<file path="config.mk">
export PLATFORM = sky130hd
export DESIGN_NAME = reg_file_param
export DESIGN_NICKNAME = d
export VERILOG_FILES = /design/src/rtl/reg_file_param.sv
export SDC_FILE = /design/constraint.sdc
export NUM_CORES = 1
export LEC_CHECK = 0
export ABC_AREA = 0
export CAP_MARGIN = 20
export CORE_MARGIN = 5
export CORE_UTILIZATION = 60
export CTS_BUF_LIST = sky130_fd_sc_hd__clkbuf_4
export DETAILED_ROUTE_END_ITERATION = 10
export DONT_BUFFER_PORTS = 1
export PLACE_DENSITY = 0.82
export SETUP_SLACK_MARGIN = 0.1
export SYNTH_ARGS = -nofsm -noshare
export SYNTH_HDL_FRONTEND = slang
export SYNTH_SLANG_ARGS = --single-unit
</file>
<file path="constraint.sdc">
create_clock -name CLK -period 3.5 [get_ports CLK]
set_clock_uncertainty 0.15 [all_clocks]
set_input_delay 0.7 -clock CLK [delete_from_list [all_inputs] [get_ports CLK]]
set_output_delay 0.7 -clock CLK [all_outputs]
set_load 0.005 [all_outputs]
</file>
<file path="src/rtl/reg_file_param.sv">
// Parametrised register file: two write ports (port 1 wins collisions), two
// combinational read ports, optional bypass and zero register, and a clear engine.
module reg_file_param #(
  parameter int unsigned DATA_W   = 8,
  parameter int unsigned ADDR_W   = 3,
  parameter int unsigned ZERO_REG = 0,
  parameter int unsigned BYPASS   = 1
) (
  input  logic              CLK,
  input  logic              RESET,
  input  logic              WRITE0,
  input  logic [ADDR_W-1:0] INADDRESS0,
  input  logic [DATA_W-1:0] IN0,
  input  logic              WRITE1,
  input  logic [ADDR_W-1:0] INADDRESS1,
  input  logic [DATA_W-1:0] IN1,
  input  logic [ADDR_W-1:0] OUT1ADDRESS,
  input  logic [ADDR_W-1:0] OUT2ADDRESS,
  output logic [DATA_W-1:0] OUT1,
  output logic [DATA_W-1:0] OUT2,
  input  logic              CLEAR_REQ,
  output logic              BUSY,
  output logic              CLEAR_DONE
);

  localparam int unsigned       DEPTH    = 2 ** ADDR_W;
  localparam logic [ADDR_W-1:0] LAST_IDX = ADDR_W'(DEPTH - 1);

  typedef enum logic [1:0] {
    IDLE     = 2'd0,
    CLEARING = 2'd1,
    DONE     = 2'd2
  } state_t;

  state_t            state;
  state_t            state_nxt;
  logic [ADDR_W-1:0] idx;
  logic [ADDR_W-1:0] idx_nxt;
  logic [DATA_W-1:0] regs [DEPTH];
  logic              we0;
  logic              we1;

  // Write enables qualified by the clear engine and the hardwired zero register
  assign we0 = WRITE0 && !BUSY && !((ZERO_REG != 0) && (INADDRESS0 == '0));
  assign we1 = WRITE1 && !BUSY && !((ZERO_REG != 0) && (INADDRESS1 == '0));

  // Clear engine state register; BUSY/CLEAR_DONE are flopped from the next state
  always_ff @(posedge CLK) begin
    if (RESET) begin
      state      <= IDLE;
      idx        <= '0;
      BUSY       <= 1'b0;
      CLEAR_DONE <= 1'b0;
    end else begin
      state      <= state_nxt;
      idx        <= idx_nxt;
      BUSY       <= (state_nxt != IDLE);
      CLEAR_DONE <= (state_nxt == DONE);
    end
  end

  // Clear engine next state; idx parks on the last register instead of wrapping
  always_comb begin
    state_nxt = state;
    idx_nxt   = idx;
    unique case (state)
      IDLE: begin
        if (CLEAR_REQ) begin
          state_nxt = CLEARING;
          idx_nxt   = '0;
        end
      end
      CLEARING: begin
        if (idx == LAST_IDX) begin
          state_nxt = DONE;
        end else begin
          idx_nxt = idx + 1'b1;
        end
      end
      DONE:    state_nxt = IDLE;
      default: state_nxt = IDLE;
    endcase
  end

  // Storage: sweep clears one entry per cycle; port 1 is written last so it wins
  always_ff @(posedge CLK) begin
    if (RESET) begin
      for (int unsigned i = 0; i < DEPTH; i++) begin
        regs[ADDR_W'(i)] <= '0;
      end
    end else if (state == CLEARING) begin
      regs[idx] <= '0;
    end else begin
      if (we0) regs[INADDRESS0] <= IN0;
      if (we1) regs[INADDRESS1] <= IN1;
    end
  end

  function automatic logic [DATA_W-1:0] read_port(
    input logic [ADDR_W-1:0] a,
    input logic [DATA_W-1:0] stored,
    input logic              w0,
    input logic [ADDR_W-1:0] a0,
    input logic [DATA_W-1:0] d0,
    input logic              w1,
    input logic [ADDR_W-1:0] a1,
    input logic [DATA_W-1:0] d1
  );
    logic [DATA_W-1:0] r;
    r = stored;
    if (BYPASS != 0) begin
      if (w1 && (a1 == a)) begin
        r = d1;
      end else if (w0 && (a0 == a)) begin
        r = d0;
      end
    end
    if ((ZERO_REG != 0) && (a == '0)) begin
      r = '0;
    end
    return r;
  endfunction

  assign OUT1 = read_port(OUT1ADDRESS, regs[OUT1ADDRESS], we0, INADDRESS0, IN0,
                          we1, INADDRESS1, IN1);
  assign OUT2 = read_port(OUT2ADDRESS, regs[OUT2ADDRESS], we0, INADDRESS0, IN0,
                          we1, INADDRESS1, IN1);

endmodule

</file>
==> results.cfg <==
[clocking]
htreeDepth = 3
hold_buffers = 0
cts.sinks = 71
cts_tree = built
clock_path_buffers = 2
cts_resized = 0
path_clk_slew_ns = 0.13
clock_latency_ns = 0.42
numCtsBuffers = 9
cts_root_buffer = clkbuf_4
postCtsSetupBuffers = 0

[synthesis]
syn_avg_cell_area_um2 = 13.5
ys.flop_type = edfxtp_1
synthArstFlopShare_pct = 0
ys_ff_latch = 71
synth_warnings = 0
synth_top_area_share_pct = 40.3
synth_cell_types = 43
synthTopCellsByCount = a22o_1 (64), edfxtp_1 (64), mux4_2 (32), nand2_1 (20), mux2i_1 (19)
synth_edf_count = 64
synth_top_area_cell = edfxtp_1
synth_cells = 354
ys_seq_area_share_pct = 43.3
syn-cell-area_um2 = 4770
synth_nets = 389
synth.top_cells.by_area = edfxtp_1 (40%), mux4_2 (15%), a22o_1 (12%)

[outcome]
outcome = complete, no violations

[critical_path]
cp-start-kind = register
r2r_end = regs[5][1]$_DFFE_PP_
r2r_slack_ns = 0.96
ff2ff_path_depth = 4
crit_start = regs[1][7]$_DFFE_PP_
reg2reg_from = state[0]$_SDFF_PP0_
cp_data_required_time_ns = 2.65
arrival_ns = 1.93
crit_type = register to output port
critPathCaptureType = output port
crit_fanout = 2

[layout]
drive_above_1_share_pct = 27.7
num_antenna_cells = 0
final_cells = 448
layout.nets = 377
area_delta_synth_final_pct = 4.44
postLayoutCoreUtil_pct = 64.4

[hold_path]
hold_end = idx[2]$_SDFFE_PP0P_
worstHoldPathType = input port to register
whs_path_depth = 1
hp-start = RESET

[global_route]
grt_max_degree = 25
grt_pass1_vias = 3497
antenna_found_initial = 0
grt_overflow = 0
grt_usage_pct = 27.2
grt_pass1_wl_um = 19700

[floorplan]
core_area_um2 = 7730
ios = 51
die_x_um = 99.1
initial_core_util_pct = 61.7
die_h_um = 99.1
dieArea_um2 = 9830
row_count = 32

[place]
io_buffers = 0
dp.cells = 433
hpwl_um = 8970
place_congestion = 0.914
dp_slack_ns = 0.653

[timing]
holdWs_ns = 0.186
setup_viol = 0
fmax_mhz = 360
finalSetupTns_ns = 0
maxSlewHeadroom_pct = 44.4
period_share_pct = 79.3
postLayoutSetupSlackWorst_ns = 0.724
drv_slew = 0
min_period_ns = 2.78
hold_viol = 0
tightest_slew_ns = 0.828
rsz0062_at_grt = false

[power]
power_frac_seq_pct = 54.2
power.density_nw_per_um2 = 370
p_leak_nw = 1.79
swShare_pct = 24.4
p_switching_mw = 0.449
pwr-share-comb_pct = 14.0
p_clk_share_pct = 31.9
vdd.ir_drop.worst_mv = 0.218
p_int_mw = 1.39

[routing]
vias = 3314
dr.pass1.iters = 6
viasPerCell = 7.40
wirelength_um = 12600
drc = 0
ant_nets = 0
routedWlPerCell_um = 28.1
drt-initial-drc-count = 411

[run]
max_cap_violations = 0
-- worst max-delay path, cell delays in order, from the launching register on --
cell and delay (ns):
edfxtp_1 0.43, mux4_2 0.49, mux2_2 0.28, mux2i_1 0.16
o21ai_0 0.13
-- layout by cell type (no fill, tap or decap), types with 2 or more instances in the layout --
cell type and instances:
a22o_1 64, edfxtp_1 64, mux4_2 32, nand2_1 20, mux2i_1 19, mux2_2 16, o21ai_0 14, buf_4 12
clkbuf_4 9, nand2b_1 8, dfxtp_1 7, a211o_1 7, nor2_1 7, xor2_1 6, xnor2_1 6, nor4_2 5
nand4_1 4, nor4b_2 3, nor3_4 3, nor3_2 3, o21ai_1 3, nor4_4 3, nor2b_1 2, nand4bb_1 2
nor3_1 2, o31ai_1 2, a22oi_1 2, and2_1 2, ha_1 2, bufinv_16 2, clkinv_4 2
-- logic make-up (layout without fill, tap and decap cells) --
kind of cell	count (synthesis)	in the layout	share of synthesized area (%)
muxes	67	67	22.9
xor gates and xnor gates	12	12	2.21
buffers and inverters	36	28	3.44
adders and majority gates	2	2	0.525
and+or+nand+nor	72	72	11.9
DFF	71	71	43.3
AOI/OAI and AO/OA	94	94	15.7
-- per-stage QoR --
stage | cell area (um^2) | total power [mW]
6_report | 4980 | 1.84
5_1_grt | 4980 | 1.90
4_1_cts | 4980 | 1.84
3_5_place_dp | 4820 | 1.27
3_3_place_gp | 4820 | 1.26
2_1_floorplan | 4770 | 1.26
-- layer usage --
| metal | vias to the layer above | track usage, % | part of all wire (%) |
|---|---|---|---|
| met5 | - | 0 | 0 |
| met4 | 0 | 11.6 | 3.7 |
| met3 | 37 | 6.94 | 10 |
| met2 | 213 | 48.2 | 53 |
| met1 | 1635 | 31.3 | 33 |
| li1 | 1429 | - | - |
-- worst max path at each step --
| stage | to | slack [ns] | depth (start not counted) |
|---|---|---|---|
| global route | OUT1[1] | 0.62 | 5 |
| finish | OUT2[7] | 0.72 | 4 |
| floorplan | OUT1[0] | 0.57 | 6 |
| CTS | OUT2[7] | 0.72 | 4 |
| detailed placement | regs[0][5]$_DFFE_PP_ | 0.65 | 3 |
| global placement | regs[0][5]$_DFFE_PP_ | 0.66 | 3 |
-- sequential cells by signal, indices dropped and copies added, names as in the netlist --
signal / cells
state: 2
idx: 3
CLEAR_DONE: 1
regs: 64
BUSY: 1
-- cell type report --
class,instances,area [um^2]
tap,102,128
inverter,1,3.75
multi-input combinational,247,2540
sequential,71,2060
timing repair buffer,12,90.1
clock buffer,9,67.6
fill,577,2750
clock inverter,6,86.3
-- power by group through the flow --
stage	Sequential (mW)	Clock [mW]	Combinational, mW
5_1_grt	1.00	0.629	0.275
6_report	0.996	0.587	0.257
2_1_floorplan	1.00	0	0.262
3_5_place_dp	1.02	0	0.256
4_1_cts	0.996	0.584	0.256
3_3_place_gp	1.01	0	0.249
(Power assumes the default switching activity.)
